### config.mk
export PLATFORM = sky130hd
export DESIGN_NAME = dcache_write_buffer
export DESIGN_NICKNAME = d
export VERILOG_FILES = /design/src/rtl/dcache_write_buffer_pkg.sv /design/src/rtl/wb_fifo_cam.sv /design/src/rtl/dcache_write_buffer.sv
export SDC_FILE = /design/constraint.sdc
export NUM_CORES = 1
export LEC_CHECK = 0
export ABC_AREA = 1
export BUFFER_PORTS_ARGS = -buffer_cell sky130_fd_sc_hd__buf_2
export CAP_MARGIN = 20
export CORE_MARGIN = 10
export CORE_UTILIZATION = 57
export DETAILED_ROUTE_END_ITERATION = 10
export PLACE_DENSITY = 0.82
export RECOVER_POWER = 50
export SYNTH_ARGS = -nofsm -noshare
export SYNTH_HDL_FRONTEND = slang
export SYNTH_SLANG_ARGS = --single-unit
### constraint.sdc
create_clock -name clk -period 22.9 [get_ports clk]
set_input_delay 2.29 -clock clk [delete_from_list [all_inputs] [get_ports clk]]
set_output_delay 2.29 -clock clk [all_outputs]
set_load 0.02 [all_outputs]
### src/rtl/dcache_write_buffer_pkg.sv
// rtl/dcache_write_buffer_pkg.sv - shared widths and memory-FSM state encoding for the D-cache write buffer
// Purpose: default block address/data widths and the memory FSM states,
//          shared by dcache_write_buffer and wb_fifo_cam.
// Ports:   none (package).
package dcache_write_buffer_pkg;

  localparam int AW_DEF = 28;   // block address bits [31:4]
  localparam int DW_DEF = 128;  // one cache block

  typedef enum logic [1:0] {
    ST_IDLE  = 2'd0,
    ST_DRAIN = 2'd1,
    ST_READ  = 2'd2
  } mem_state_e;

endpackage

### src/rtl/wb_fifo_cam.sv
// rtl/wb_fifo_cam.sv - block FIFO with head/tail/count and youngest-match address search
// Purpose: holds queued writeback blocks in arrival order and answers
//          "which is the youngest valid entry at this address" for read hits.
// Ports:
//   clk, rst_n              clock, asynchronous active-low reset
//   push, push_addr/data    append an entry at the tail
//   pop                     retire the head entry
//   head_addr, head_data    oldest entry (next to drain)
//   count                   number of valid entries, 0..DEPTH
//   lookup_addr             address to search
//   hit, hit_data           youngest matching valid entry
module wb_fifo_cam #(
  parameter int DEPTH = 2,
  parameter int AW    = 28,
  parameter int DW    = 128,
  parameter int CW    = $clog2(DEPTH + 1)
) (
  input  logic          clk,
  input  logic          rst_n,
  input  logic          push,
  input  logic [AW-1:0] push_addr,
  input  logic [DW-1:0] push_data,
  input  logic          pop,
  output logic [AW-1:0] head_addr,
  output logic [DW-1:0] head_data,
  output logic [CW-1:0] count,
  input  logic [AW-1:0] lookup_addr,
  output logic          hit,
  output logic [DW-1:0] hit_data
);

  localparam int PW = $clog2(DEPTH);

  logic [AW-1:0]    addr_q [DEPTH];
  logic [DW-1:0]    data_q [DEPTH];
  logic [DEPTH-1:0] valid_q;
  logic [PW-1:0]    head_ptr;
  logic [PW-1:0]    tail_ptr;
  logic [PW-1:0]    idx;

  always_ff @(posedge clk or negedge rst_n) begin
    if (!rst_n) begin
      head_ptr <= '0;
      tail_ptr <= '0;
      count    <= '0;
      valid_q  <= '0;
    end else begin
      if (push) begin
        valid_q[tail_ptr] <= 1'b1;
        tail_ptr          <= tail_ptr + PW'(1);
      end
      if (pop) begin
        valid_q[head_ptr] <= 1'b0;
        head_ptr          <= head_ptr + PW'(1);
      end
      count <= count + CW'(push) - CW'(pop);
    end
  end

  // Payload needs no reset: valid_q gates every use of it.
  always_ff @(posedge clk) begin
    if (push) begin
      addr_q[tail_ptr] <= push_addr;
      data_q[tail_ptr] <= push_data;
    end
  end

  assign head_addr = addr_q[head_ptr];
  assign head_data = data_q[head_ptr];

  // Walk from oldest to youngest; the last match found is the youngest.
  always_comb begin
    hit      = 1'b0;
    hit_data = '0;
    idx      = '0;
    for (int i = 0; i < DEPTH; i++) begin
      idx = head_ptr + PW'(i);
      if (valid_q[idx] && (addr_q[idx] == lookup_addr)) begin
        hit      = 1'b1;
        hit_data = data_q[idx];
      end
    end
  end

endmodule

### src/rtl/dcache_write_buffer.sv
// rtl/dcache_write_buffer.sv - posted-write buffer between D-cache and data-side slow memory
// Purpose: accepts dirty-block writebacks in one cycle, drains them to slow
//          memory in the background, lets read misses bypass queued writes
//          and serves reads that match a queued block from the buffer.
// Ports:
//   clk, rst_n                          clock, asynchronous active-low reset
//   c_read, c_write, c_addr, c_wdata    cache request, held until c_ready
//   c_rdata, c_ready                    read data and one-cycle completion pulse
//   mem_read, mem_write, mem_addr,
//   mem_wdata                           slow-memory request, held until mem_ready
//   mem_rdata, mem_ready                slow-memory response
//   wb_empty                            nothing queued and memory FSM idle
module dcache_write_buffer
  import dcache_write_buffer_pkg::*;
#(
  parameter int DEPTH = 2,
  parameter int AW    = AW_DEF,
  parameter int DW    = DW_DEF
) (
  input  logic          clk,
  input  logic          rst_n,
  input  logic          c_read,
  input  logic          c_write,
  input  logic [AW-1:0] c_addr,
  input  logic [DW-1:0] c_wdata,
  output logic [DW-1:0] c_rdata,
  output logic          c_ready,
  output logic          mem_read,
  output logic          mem_write,
  output logic [AW-1:0] mem_addr,
  output logic [DW-1:0] mem_wdata,
  input  logic [DW-1:0] mem_rdata,
  input  logic          mem_ready,
  output logic          wb_empty
);

  localparam int CW = $clog2(DEPTH + 1);

  mem_state_e    state;
  logic          rd_pending;
  logic          push;
  logic          pop;
  logic          lookup;
  logic          hit;
  logic [DW-1:0] hit_data;
  logic [AW-1:0] head_addr;
  logic [DW-1:0] head_data;
  logic [CW-1:0] count;

  // A request is only looked at while no completion pulse is showing and no
  // read miss is already waiting on memory.
  assign push   = c_write && !c_ready && !rd_pending && (count < CW'(DEPTH));
  assign lookup = c_read  && !c_ready && !rd_pending;
  assign pop    = (state == ST_DRAIN) && mem_ready;

  wb_fifo_cam #(
    .DEPTH (DEPTH),
    .AW    (AW),
    .DW    (DW),
    .CW    (CW)
  ) u_fifo (
    .clk         (clk),
    .rst_n       (rst_n),
    .push        (push),
    .push_addr   (c_addr),
    .push_data   (c_wdata),
    .pop         (pop),
    .head_addr   (head_addr),
    .head_data   (head_data),
    .count       (count),
    .lookup_addr (c_addr),
    .hit         (hit),
    .hit_data    (hit_data)
  );

  // Cache-side handshake: write accept, read hit, and read-miss completion.
  always_ff @(posedge clk or negedge rst_n) begin
    if (!rst_n) begin
      c_ready    <= 1'b0;
      c_rdata    <= '0;
      rd_pending <= 1'b0;
    end else begin
      c_ready <= 1'b0;
      if (push) begin
        c_ready <= 1'b1;
      end else if (lookup) begin
        if (hit) begin
          c_rdata <= hit_data;
          c_ready <= 1'b1;
        end else begin
          rd_pending <= 1'b1;
        end
      end
      if ((state == ST_READ) && mem_ready) begin
        c_rdata    <= mem_rdata;
        c_ready    <= 1'b1;
        rd_pending <= 1'b0;
      end
    end
  end

  // Memory FSM. A pending read miss wins over draining whenever the FSM is
  // idle, so a miss that arrives mid-drain goes next. wb_empty is computed
  // from the post-edge count and state so it stays a clean register.
  always_ff @(posedge clk or negedge rst_n) begin
    if (!rst_n) begin
      state     <= ST_IDLE;
      mem_read  <= 1'b0;
      mem_write <= 1'b0;
      mem_addr  <= '0;
      mem_wdata <= '0;
      wb_empty  <= 1'b1;
    end else begin
      case (state)
        ST_IDLE: begin
          if (rd_pending) begin
            state    <= ST_READ;
            mem_read <= 1'b1;
            mem_addr <= c_addr;
            wb_empty <= 1'b0;
          end else if (count != '0) begin
            state     <= ST_DRAIN;
            mem_write <= 1'b1;
            mem_addr  <= head_addr;
            mem_wdata <= head_data;
            wb_empty  <= 1'b0;
          end else begin
            wb_empty <= !push;
          end
        end
        ST_DRAIN: begin
          if (mem_ready) begin
            state     <= ST_IDLE;
            mem_write <= 1'b0;
            wb_empty  <= (count == CW'(1)) && !push;
          end
        end
        ST_READ: begin
          if (mem_ready) begin
            state    <= ST_IDLE;
            mem_read <= 1'b0;
            wb_empty <= (count == '0) && !push;
          end
        end
        default: begin
          state     <= ST_IDLE;
          mem_read  <= 1'b0;
          mem_write <= 1'b0;
        end
      endcase
    end
  end

endmodule

==> flow_metrics.tcl <==
set metrics [dict create \
    cp.required_ns 23.38 \
    ys.flop_type "edfxtp_1" \
    worst-path-buf-inv 5 \
    syn_inst 3461 \
    n_fill_cell 4065 \
    drv_slew 729 \
    cts_buffer_depth 3 \
    cts_inserted_buffers 66 \
    period_share_pct 55.56 \
    cpMostUsedCell "nand2_1" \
    htreeDepth 3 \
    netlist_top_cells_count "1391 x nand2_1, 398 x nand3_1, 312 x edfxtp_1" \
    ys_ff_latch 609 \
    viasPerCell 5.679 \
    ys_top_cells_by_area "edfxtp_1 32%, dfrtp_1 25%, nand2_1 18%, nand3_1 6.7%, o21ai_0 3.2%" \
    drt-pass1-iter-count 6 \
    wl_mm 95.65 \
    die_h_um 247.6 \
    utilization_pct 67.63 \
    grt_pass1_wl_mm 143.8 \
    setup_viol 0 \
    crit_family "buffers and inverters" \
    synthToLayoutAreaGrowth_pct 17.49 \
    worstSetupPathType "reg -> reg" \
    cts.clk_slew.worst_paths_ns 0.06 \
    critical_path.max_fanout 148 \
    grt_pass1_vias 25010 \
    vias 26600 \
    min_period_ns 12.72 \
    wire_per_inst_um 20.42 \
    max_slew.worst_pin.slew_ns 9.154 \
    cp.depth 18 \
    worstPathArrival_ns 13.20 \
    slew_headroom_pct -510.2 \
    dp_hpwl_mm 63.26 \
    drtIter0Drc 3059 \
    worst_setup_path_start_kind "flip-flop" \
    synth_xor_area_share_pct 0.1186 \
    synth.most_common_cell "nand2_1" \
    yosysUniqueCellTypes 34 \
    synth_mux_area_share_pct 2.237 \
    drc 0 \
    synth_compound_area_share_pct 5.999 \
    grt-ovfl-total 0 \
    timing.final.hold_violations 0 \
    peakVddDrop_mv 0.1278 \
    synth_fa_ha_area_share_pct 0.2542 \
    status "finished with violations" \
    dieWidth_um 247.6 \
    violations "max-capacitance violations, max-slew violations" \
    placementRows 83 \
    crit_path_start "u_fifo.head_ptr" \
    avgSynthCellArea_um2 8.533 \
    ys_async_sr_fraction_pct 48.77 \
    max_stage_delay_ns 4.50 \
    finClkSkew_ns 0.02087 \
    multi_input_area_um2 11320 \
    synth_largest_area_cell "edfxtp_1" \
    cts_root_buf "clkbuf_16" \
    grt_usage_pct 30.20 \
    p_total_mw 4.799 \
    seq_area_um2 16800 \
    rsz0062_at_grt "no" \
    cts_resized 0 \
    drive_above_1_share_pct 18.22 \
    fmax_ghz 0.07860 \
    cp_cell_sequence "clkinvlp_2, clkbuf_1, nand2_1, nand2_1, nand2_1, nand2_1, nor2_1, nand3_1, nor2_4, buf_4, nand2_1, nand2_1, nand2_1, nand2_4, inv_4, buf_4, nand2_1, nand2_1" \
    p_leak_nw 17.10 \
    r2r-start "u_fifo.head_ptr" \
    final_nets 4216 \
    gp_congestion 1.005 \
    core_um2 51300 \
    synth_top_area_share_pct 31.72 \
    tns_ns 0 \
    powerDensity_nw_per_um2 138.3 \
    netlist_area_um2 29530 \
    cts-hold-fix-buffers 0 \
    antenna_found_initial 29 \
    die_area_um2 61320 \
    clock_latency_ns 0.60 \
    synth_top_family_by_area "simple AND/OR/NAND/NOR gates" \
    reg2reg_depth 18 \
    hp-class "reg -> reg" \
    initial_core_util_pct 57.57 \
    hp-start "mem_wdata[60]" \
    ys_seq_area_share_pct 56.90 \
    synth-edff-count 312 \
    io_pins 577 \
    post_cts_buffers 0 \
    cts.sinks 609 \
    cts_tree "yes" \
    yosys_warnings 0 \
    port_buffers 576 \
    whs_path_depth 2 \
    endpoint_kind "flip-flop" \
    synth_simple_gate_area_share_pct 29.49 \
    grt_max_degree 212 \
    ant_nets 0 \
    syn_nets 3756 \
    max_cap_violations 7 \
    slowest_stage "clkinvlp_2" \
]
## flip-flops by register name (all words and copies together), names as in the netlist, 2 cells and up
| signal | flops |
|---|---|
| u_fifo.data_q | 256 |
| c_rdata | 128 |
| mem_wdata | 128 |
| u_fifo.addr_q | 56 |
| mem_addr | 28 |
| state | 2 |
| u_fifo.count | 2 |
| u_fifo.valid_q | 2 |
## kinds of logic (layout without fill, tap and decap cells)
kind of cell,count (synthesis),count (layout)
adders and majority gates,6,6
buffers and inverters,354,867
AOI/OAI and AO/OA,335,335
xor gates and xnor gates,4,4
DFF,609,609
other,0,30
muxes,66,66
and+or+nand+nor,2087,2087
## routing by layer
| metal | wire length [um] | GRT usage [%] |
|---|---|---|
| met1 | 36090 | 38.73 |
| met2 | 44700 | 47.83 |
| met3 | 10800 | 7.321 |
| met4 | 3901 | 14.33 |
| met5 | 161 | 0 |
## through the flow
step,hold WS (ns),instances,cell area (um^2),setup slack [ns]
after detailed placement,0.4538,4533,32660,16.81
after floorplan,0.4635,3461,29530,13.09
after global placement,0.4481,4533,32660,16.90
after global routing,0.4871,4667,34650,9.161
final,0.4668,4684,34700,10.18
after CTS,0.4682,4654,34820,16.77
## where the power goes
group	total (mW)	internal [mW]	switching [mW]
logic	2.01	0.636	1.37
registers	1.72	1.50	0.216
clock network	1.07	0.637	0.434
## area by class of cell
cell class                 instances  area share (%)
antenna                           30          0.2164
clock buffer                     103           5.669
clock inverter                    18          0.5626
inverter                         145           1.580
multi-input combinational       2498           32.62
sequential                       609           48.43
tap                              680           2.452
timing repair buffer             601           8.471
## final timing paths
path / endpoint / slack, ns
max in group asynchronous: mem_wdata[14] / 13.52
min in group asynchronous: mem_wdata[79] / 3.87
hold reg to reg: mem_wdata[60] / 0.47
setup reg to reg: c_rdata[36] / 10.18
setup / recovery: c_rdata[36] / 10.18
hold / removal: mem_wdata[60] / 0.47
## layout by cell type (no fill, tap or decap), types with 3 or more instances in the layout
master / n
diode_2: 30
nand3_1: 398
clkinv_1: 6
nor2_4: 7
clkbuf_8: 7
inv_1: 138
o21ai_0: 186
ha_1: 6
or2_2: 127
nor2_1: 143
nand4_1: 15
inv_2: 4
a21oi_1: 77
clkbuf_1: 135
edfxtp_1: 312
bufinv_16: 4
a31oi_1: 66
buf_2: 469
buf_4: 17
nand2_1: 1388
dfrtp_1: 296
mux2i_1: 66
clkbuf_16: 71
clkinv_2: 6
buf_1: 3
## worst register-to-register path, delay by kind of cell, from the launching register on
family        cells  cell delay [ns]
simple gates     13             2.72
flops             1             1.24
buf+inv           5             8.65
Power figures use the tool's default switching activity.
